$ cat src/rtl/reg_write_arbiter_pkg.sv
// Shared types and defaults for the register-bank write-port arbiter.
package reg_write_arbiter_pkg;

  localparam int unsigned DEF_DATA_W = 32;
  localparam int unsigned DEF_N_REGS = 16;
  localparam int unsigned DEF_ADDR_W = 4;

  typedef enum logic {
    PRIO0 = 1'b0,
    PRIO1 = 1'b1
  } arb_state_e;

  typedef logic req_id_t;

  localparam req_id_t REQ_ALU = 1'b0;
  localparam req_id_t REQ_MEM = 1'b1;

endpackage

$ cat src/rtl/reg_addr_decoder.sv
// Register address to one-hot load strobe; register 0 is hardwired zero and never strobed.
module reg_addr_decoder
  import reg_write_arbiter_pkg::*;
#(
  parameter int unsigned N_REGS = DEF_N_REGS,
  parameter int unsigned ADDR_W = DEF_ADDR_W
) (
  input  logic              en,
  input  logic [ADDR_W-1:0] addr,
  output logic [N_REGS-1:0] onehot
);

  always_comb begin
    onehot = '0;
    if (en && (addr != '0)) begin
      onehot[addr] = 1'b1;
    end
  end

endmodule

$ cat src/rtl/reg_write_arbiter.sv
// Fair two-requester arbiter for the register-bank write port with registered one-hot strobes.
// Optional ARB_STATS_EN adds a saturating conflict_count output.
module reg_write_arbiter
  import reg_write_arbiter_pkg::*;
#(
  parameter int unsigned DATA_W = DEF_DATA_W,
  parameter int unsigned N_REGS = DEF_N_REGS,
  parameter int unsigned ADDR_W = DEF_ADDR_W
) (
  input  logic              clk,
  input  logic              reset,
  input  logic              req0_valid,
  input  logic [ADDR_W-1:0] req0_addr,
  input  logic [DATA_W-1:0] req0_data,
  output logic              req0_ready,
  input  logic              req1_valid,
  input  logic [ADDR_W-1:0] req1_addr,
  input  logic [DATA_W-1:0] req1_data,
  output logic              req1_ready,
  output logic [N_REGS-1:0] load_enable,
  output logic [DATA_W-1:0] wr_data,
  output logic              busy
`ifdef ARB_STATS_EN
  ,
  output logic [15:0]       conflict_count
`endif
);

  arb_state_e        state_q;
  logic              grant0;
  logic              grant1;
  logic              accept;
  req_id_t           win_id;
  logic [ADDR_W-1:0] win_addr;
  logic [DATA_W-1:0] win_data;
  logic [N_REGS-1:0] win_onehot;

  // Grants are suppressed during reset so a pending request is dropped, not accepted.
  always_comb begin
    grant0 = 1'b0;
    grant1 = 1'b0;
    if (!reset) begin
      grant0 = req0_valid && (!req1_valid || (state_q == PRIO0));
      grant1 = req1_valid && (!req0_valid || (state_q == PRIO1));
    end
  end

  assign req0_ready = grant0;
  assign req1_ready = grant1;
  assign accept     = grant0 || grant1;

  always_comb begin
    win_id   = grant1 ? REQ_MEM : REQ_ALU;
    win_addr = (win_id == REQ_MEM) ? req1_addr : req0_addr;
    win_data = (win_id == REQ_MEM) ? req1_data : req0_data;
  end

  reg_addr_decoder #(
    .N_REGS(N_REGS),
    .ADDR_W(ADDR_W)
  ) u_decoder (
    .en    (accept),
    .addr  (win_addr),
    .onehot(win_onehot)
  );

  always_ff @(posedge clk) begin
    if (reset) begin
      state_q     <= PRIO0;
      load_enable <= '0;
      wr_data     <= '0;
      busy        <= 1'b0;
    end else begin
      load_enable <= win_onehot;
      busy        <= accept && (win_addr != '0);
      if (accept) begin
        wr_data <= win_data;
        state_q <= (win_id == REQ_ALU) ? PRIO1 : PRIO0;
      end
    end
  end

`ifdef ARB_STATS_EN
  always_ff @(posedge clk) begin
    if (reset) begin
      conflict_count <= '0;
    end else if (req0_valid && req1_valid && (conflict_count != 16'hFFFF)) begin
      conflict_count <= conflict_count + 16'd1;
    end
  end
`endif

endmodule

$ cat config.mk
export PLATFORM = sky130hd
export DESIGN_NAME = reg_write_arbiter
export DESIGN_NICKNAME = d
export VERILOG_FILES = /design/src/rtl/reg_write_arbiter_pkg.sv /design/src/rtl/reg_addr_decoder.sv /design/src/rtl/reg_write_arbiter.sv
export SDC_FILE = /design/constraint.sdc
export NUM_CORES = 1
export LEC_CHECK = 0
export CELL_PAD_IN_SITES_DETAIL_PLACEMENT = 0
export CELL_PAD_IN_SITES_GLOBAL_PLACEMENT = 1
export CORE_MARGIN = 5
export CORE_UTILIZATION = 27
export CTS_CLUSTER_DIAMETER = 60
export DETAILED_ROUTE_END_ITERATION = 12
export PLACE_DENSITY_LB_ADDON = 0.1
export SYNTH_ARGS = -nofsm -noshare
export SYNTH_HDL_FRONTEND = slang
export SYNTH_SLANG_ARGS = --single-unit
$ cat constraint.sdc
create_clock -name clk -period 2.6 [get_ports clk]
set_input_delay 0.52 -clock clk [delete_from_list [all_inputs] [get_ports clk]]
set_output_delay 0.52 -clock clk [all_outputs]
set_load 0.01 [all_outputs]
* Word-level counts from Yosys, hierarchy flattened *
Index checks and enable logic that the tools add are counted.

storage, ports and cells
  register bits = 50
  bits of input ports = 76
  logic and storage cells = 27

operators by class
  order comparisons = 2
  multiplexer cells = 8
  bitwise logic cells = 2
  reductions and logical operators = 11

operators by type and width
  kind                                                                number
  two-way mux 32 bit                                                  1
  < comparator 4 x 5 -> 1 bit (second input constant)                 1
  two-way mux 1 bit                                                   5
  demux 1 bit (select 4 bit)                                          1
  greater-or-equal comparator 4 x 1 -> 1 bit (second input constant)  1
  logical AND 1 bit                                                   4
  two-way mux 4 bit                                                   1
  nonzero test 4 bit                                                  1
  logical OR 1 bit                                                    3
  zero test 1 bit                                                     2
  inverter 1 bit                                                      2
  OR reduction 2 bit                                                  1

* Depth between registers and ports, before layout *
Gate-level depths: netlist (run 1).

  depth in word-level cells = 10
  mapped depth = 6

* Hierarchy *
A second synthesis (run 1) with hierarchy kept.

unflattened totals
  cells, all modules = 225
  area total of the unflattened synthesis = 2,185.8 sq um

by module, submodules not included
  module             instances  cells an instance  area each (sq um)  sequential area each (sq um)
  reg_write_arbiter  1          201                2,069.5            1,001.0
  reg_addr_decoder   1          24                 116.4              0.0

* Worst setup path after synthesis (run 1) *
No wires, ideal clock.

  path kind = input to output
  start point = input reset
  end point = output req1_ready
  arrival = 1.089 ns
  data required time = 2.080 ns
  path slack = 0.991 ns
  cell stages on the path = 4
  path buffers = 1
  cell sequence = and2b_1 > nand2_2 > inv_2 > buf_2

on the way
  cells in the longest elaborated chain, start to end = 1

RTL lines
  what               line                     RTL
  from (decl)        reg_write_arbiter.sv:11  input logic reset,
  two-way mux 1 bit  reg_write_arbiter.sv:42  if (!reset) begin
  to (decl)          reg_write_arbiter.sv:19  output logic req1_ready,

Every way passes these cells.

* Final worst setup path (run 1) *
  start point = input req0_valid
  end point = output req0_ready

on the way
  cells in the longest elaborated chain, start to end = 2

RTL lines
  what               line                     RTL
  from (decl)        reg_write_arbiter.sv:12  input logic req0_valid,
  logical AND 1 bit  reg_write_arbiter.sv:43  grant0 = req0_valid && (!req1_valid || (state_q == PRIO0));
  two-way mux 1 bit  reg_write_arbiter.sv:42
  to (decl)          reg_write_arbiter.sv:15  output logic req0_ready,

Every way passes these cells.

==> impl_metrics.toml, run 1 <==
[grt]
grt_max_degree = 44
antenna_found_initial = 0
grt_usage_pct = 13.38
first_global_vias = 2199
grt_pass1_wl_um = 10550
overflow = 0

[die]
core_um2 = 7607
rows = 32
io-pin-count = 127
initial_core_util_pct = 27.35
dieWidth_um = 97.79
die_y_um = 97.79
die_area_um2 = 9562

[placement]
place_hpwl_um = 4549
post-place-ws_ps = 97.60
gp_congestion = 0.7296
placed_area_um2 = 3451
portBuffers = 126
dp.cells = 463

[setup_path]
max_stage_delay_ps = 540
crit_fanout = 4
critPathBufInv = 2
reg2regPathDepth = 5
cp-start-kind = "primary input"
crit_type = "primary input to output port"
crit_family = "buffers and inverters"
critical_path.endpoint_type = "output port"
crit_cells = 4
crit_chain = "clkdlybuf4s50_1 > a21boi_1 > nor2b_1 > clkdlybuf4s50_1"
required_ps = 2080
arrival_ps = 1930
path_common_cell = "clkdlybuf4s50_1"
cp_slowest_cell = "clkdlybuf4s50_1"

[layout]
final_cell_area_um2 = 3541
utilization_pct = 46.55
nets = 444
n_antenna_cell = 0
area_growth_pct = 70.17
drive_gt1_share_pct = 6.504
layout.cells.non_filler = 471

[logic_synthesis]
syn_inst = 245
async_flop_share_pct = 0
yosys_warnings = 0
yosysMostFrequentCell = "nand2_1"
postSynthAreaPerCell_um2 = 8.493
synth_top_cell_area_share_pct = 48.11
synth_area_leaders = "dfxtp_1 (48%), a311oi_1 (13%), nand2_1 (12%), nor2_1 (7.0%), mux2i_4 (2.2%)"
yosys.area.top_type = "dfxtp_1"
synth.distinct_cells = 32
synth_edf_count = 0
synth.cell_area_um2 = 2081
ys_seq_area_share_pct = 48.11
ys_ff_latch = 50
ys.flop_type = "dfxtp_1"
syn-num-nets = 321
synthTopCellsByCount = "nand2_1 (64), dfxtp_1 (50), nor2_1 (39)"

[route]
ant_nets = 0
drc = 0
wl_per_cell_um = 13.66
drt_iter0_markers = 55
dr.pass1.iters = 4
viasPerCell = 4.558
drt-total-wl_um = 6433
num_vias = 2147

[timing]
layout_worst_path_cycle_share_pct = 94.32
worst_slack_ps = 147.6
finalMaxSlewViolations = 0
grt_setup_unrepaired = "false"
setup_viol = 0
hold_viol = 0
fin_setup_tns_ps = 0
max_freq_mhz = 407.8
layout_min_cycle_time_ps = 2452
fin_skew_ps = 5.222

[clock_tree]
tritoncts = "done"
root_buffer = "clkbuf_8"
cts_buffers = 5
cts_sinks = 50
htree_num_levels = 2
cts_hold_buffers = 0
clk_latency_ps = 300
cts_buffer_depth = 2
post_cts_buffers = 0
cts.clk_slew.worst_paths_ps = 100

[hold_path]
hold_class = "register to register"
hold_depth = 2

[power]
irDropWorstVdd_v = 0.0001975
cellPowerDensity_nw_per_um2 = 480.5
p_leak_nw = 1.344

[flow_run]
maxCapViolCount = 0

[status]
outcome = "finished, final reports clean"
[logic make-up after synthesis]
group	Yosys count	synth area share (%)
mux	5	3.908
other cells	1	0.1802
buf+inv	19	4.690
simple gates	127	25.68
compound gates	43	17.44
flops	50	48.11
[registers in the layout, summed over array words and instances (netlist names)]
signal       count
busy             1
load_enable     16
state_q          1
wr_data         32
[placed cells by master, fill, tap and decap left out, types with 2 or more instances in the layout]
master,synthesis,layout
a21oi_1,2,2
a311oi_1,32,32
a32oi_1,2,2
and3_1,6,6
buf_4,3,7
clkbuf_8,0,5
clkdlybuf4s50_1,0,125
dfxtp_1,50,50
mux2i_4,2,2
nand2_1,64,64
nand2b_1,2,2
nor2_1,39,38
nor2b_1,4,4
nor3_1,6,6
o41ai_1,2,2
[per-stage QoR]
step           total power [mW]  hold WS (ps)
2_1_floorplan             1.016         468.0
3_3_place_gp              1.267         484.9
3_5_place_dp              1.269         490.2
4_1_cts                   1.740         504.2
5_1_grt                   1.802         525.0
6_report                  1.701         499.2
[worst reg2reg max path: cells and delay by family (launching register included)]
kind | cells | cell delay [ps]
mux | 1 | 470
buf+inv | 1 | 410
simple gates | 3 | 420
flops | 1 | 350
[power breakdown]
part           total (mW)  switching [mW]  internal [mW]
Clock               0.455           0.266          0.189
Combinational       0.412           0.170          0.242
Sequential          0.833          0.0211          0.812
Total                1.70           0.457           1.24
[what timing repair did]
item | CTS | global route
resized for setup | 0 | 1
endpoints found under the setup margin | 0 | 1
endpoints found under the hold margin | 0 | 0
[layer usage]
metal | share of wire (%) | global-route usage (%)
met2 | 48 | 23.14
met1 | 42 | 15.30
met3 | 8.8 | 5.500
met4 | 0.95 | 3.514
met5 | 0 | 0
[path summary, 6_finish.rpt]
kind	startpoint	to	slack, ps
hold reg to reg	wr_data[13]$_SDFFE_PP0N_	wr_data[13]$_SDFFE_PP0N_	500
setup reg to reg	state_q$_SDFFE_PP0N_	load_enable[11]$_SDFF_PP0_	850
hold / removal	wr_data[13]$_SDFFE_PP0N_	wr_data[13]$_SDFFE_PP0N_	500
setup / recovery	req0_valid	req0_ready	150
[layout make-up]
cell class	instances	area, µm²
timing repair buffer	134	1329
sequential	50	1001
inverter	1	3.754
tap	102	127.6
multi-input combinational	176	989.7
clock inverter	3	21.27
clock buffer	5	68.82
fill	762	4066
Power figures use the tool's default switching activity.
==> inputs of run 2 (changes only) <==
--- a/config.mk
+++ b/config.mk
@@ -5,13 +5,14 @@
 export SDC_FILE = /design/constraint.sdc
 export NUM_CORES = 1
 export LEC_CHECK = 0
-export CELL_PAD_IN_SITES_DETAIL_PLACEMENT = 0
+export CELL_PAD_IN_SITES_DETAIL_PLACEMENT = 1
 export CELL_PAD_IN_SITES_GLOBAL_PLACEMENT = 1
 export CORE_MARGIN = 5
 export CORE_UTILIZATION = 27
 export CTS_CLUSTER_DIAMETER = 60
 export DETAILED_ROUTE_END_ITERATION = 12
 export PLACE_DENSITY_LB_ADDON = 0.1
+export SKIP_LAST_GASP = 1
 export SYNTH_ARGS = -nofsm -noshare
 export SYNTH_HDL_FRONTEND = slang
 export SYNTH_SLANG_ARGS = --single-unit
==> impl_metrics.toml, run 2 (synthesis gave the netlist of run 1 again) <==
[route]
drt-total-wl_um = 6811
wl_per_cell_um = 14.46
drt_iter0_markers = 48
ant_nets = 0
num_vias = 2204
dr.pass1.iters = 4
viasPerCell = 4.679
drc = 0

[setup_path]
rrSetupSlack_ps = 860
cp_slowest_cell = "clkdlybuf4s50_1"
path_common_cell = "clkdlybuf4s50_1"
arrival_ps = 1940
r2r-end = "load_enable[15]$_SDFF_PP0_"
required_ps = 2080
critPathBufInv = 2
crit_chain = "clkdlybuf4s50_1 > a21boi_1 > nor2b_1 > clkdlybuf4s50_1"
reg2regPathDepth = 5
crit_family = "buffers and inverters"
max_stage_delay_ps = 550
reg2reg_from = "state_q$_SDFFE_PP0N_"
crit_fanout = 4
cp-start-kind = "primary input"
critical_path.endpoint_type = "output port"
crit_type = "primary input to output port"
critPathLaunch = "req0_valid"

[timing]
fin_setup_tns_ps = 0
fin_skew_ps = 9.336
setup_viol = 0
max_freq_mhz = 406.5
layout_worst_path_cycle_share_pct = 94.62
relSlewSlack_pct = 65.70
hold_viol = 0
grt_setup_unrepaired = "false"
worst_pin_slew_ps = 511.5
finalMaxSlewViolations = 0
layout_min_cycle_time_ps = 2460

[layout]
drive_gt1_share_pct = 6.504
utilization_pct = 46.61
area_growth_pct = 70.41
final_common_cell = "clkdlybuf4s50_1"
n_antenna_cell = 0
layout.cells.non_filler = 471
final_cell_mix = "clkdlybuf4s50_1 (125), nand2_1 (64), dfxtp_1 (50)"
reg_top3 = "wr_data (32), load_enable (16)"
top_register = "wr_data"
nFillCells = 900
largest_reg_flops = 32
nets = 444

[power]
p_int_mw = 1.269
power.share.combinational_pct = 24.1
cellPowerDensity_nw_per_um2 = 485.2
irDropWorstVdd_v = 0.0002202
seqPwrFrac_pct = 48.5
p_total_mw = 1.721
p_sw_uw = 451.4
power_frac_clock_pct = 27.4
p_leak_nw = 1.347
netSwitchingFraction_pct = 26.24

[clock_tree]
htree_num_levels = 2
cts_hold_buffers = 0
cts_buffers = 5
cts_buffer_depth = 2
root_buffer = "clkbuf_8"
cts_sinks = 50
clk_latency_ps = 300
cts.clk_slew.worst_paths_ps = 90
post_cts_buffers = 0
tritoncts = "done"

[grt]
antenna_found_initial = 0
grt_pass1_wl_um = 11000
grt_usage_pct = 13.92
first_global_vias = 2273
grt_max_degree = 44
overflow = 0

[die]
dieWidth_um = 97.79
die_area_um2 = 9562
core_um2 = 7607
initial_core_util_pct = 27.35
io-pin-count = 127
die_y_um = 97.79
rows = 32

[flow_run]
maxCapViolCount = 0

[placement]
gp_congestion = 0.7296
place_hpwl_um = 4977
dp.cells = 463
portBuffers = 126

[hold_path]
hold_depth = 2
hold_start = "wr_data[0]$_SDFFE_PP0N_"
hold_class = "register to register"
min_to = "wr_data[0]$_SDFFE_PP0N_"

[status]
outcome = "finished, final reports clean"
-- run 2: changes by cell type in the layout (fill, tap and decap cells not counted), sizes merged --
cell / before / now
clkbuf: 5 / 6
clkinv: 2 / 1
-- run 2: stage by stage --
| stage | setup slack [ps] | hold WS [ps] | area (µm²) |
|---|---|---|---|
| 3_5_place_dp | 88.66 | 492.6 | 3451 |
| 3_3_place_gp | 127.6 | 484.9 | 3451 |
| 6_report | 139.8 | 501.5 | 3546 |
| 4_1_cts | 81.18 | 505.9 | 3546 |
| 2_1_floorplan | 991.3 | 468.0 | 2081 |
| 5_1_grt | 28.19 | 531.2 | 3546 |
-- run 2: worst max-delay path by stage --
| stage | end | slack (ps) | cells after the start |
|---|---|---|---|
| finish | req0_ready | 140 | 4 |
| floorplan | req1_ready | 990 | 4 |
| global route | req0_ready | 30 | 4 |
| global placement | req0_ready | 130 | 4 |
| detailed placement | req0_ready | 90 | 4 |
| CTS | req0_ready | 80 | 4 |
-- run 2: power groups by stage --
stage / sequential, mW / combinational (mW) / clock, mW
2_1_floorplan: 0.873 / 0.142 / 0
3_3_place_gp: 0.851 / 0.417 / 0
3_5_place_dp: 0.853 / 0.421 / 0
4_1_cts: 0.835 / 0.423 / 0.500
5_1_grt: 0.841 / 0.452 / 0.527
6_report: 0.834 / 0.415 / 0.472
-- run 2: cell type report --
cell class              count  area (µm²)  share of cell area [%]
inverters                   1       3.754                  0.1059
clock inverters             2       12.51                  0.3529
well taps                 102       127.6                   3.599
flip-flops and latches     50        1001                   28.23
repair buffers            134        1329                   37.47
clock buffers               6       82.58                   2.329
multi-input cells         176       989.7                   27.91
-- run 2: worst reg2reg max path: stages (launching register included) --
cell and delay [ps]:
dfxtp_1 350, nand2b_1 170, nand2_2 80, buf_4 420, mux2_2 440, and3_1 170
-- run 2: repair_timing --
item | 4_1_cts | 5_1_grt
setup endpoints to repair | 0 | 1
resized for setup | 0 | 1
hold endpoints to repair | 0 | 0
-- run 2: layer usage --
layer / part of all wire [%] / wire length (µm) / track usage [%]
met2: 49 / 3338 / 23.83
met5: 0 / 0 / 0
met3: 7.8 / 529 / 5.643
met4: 1.1 / 72 / 3.514
met1: 42 / 2870 / 16.24
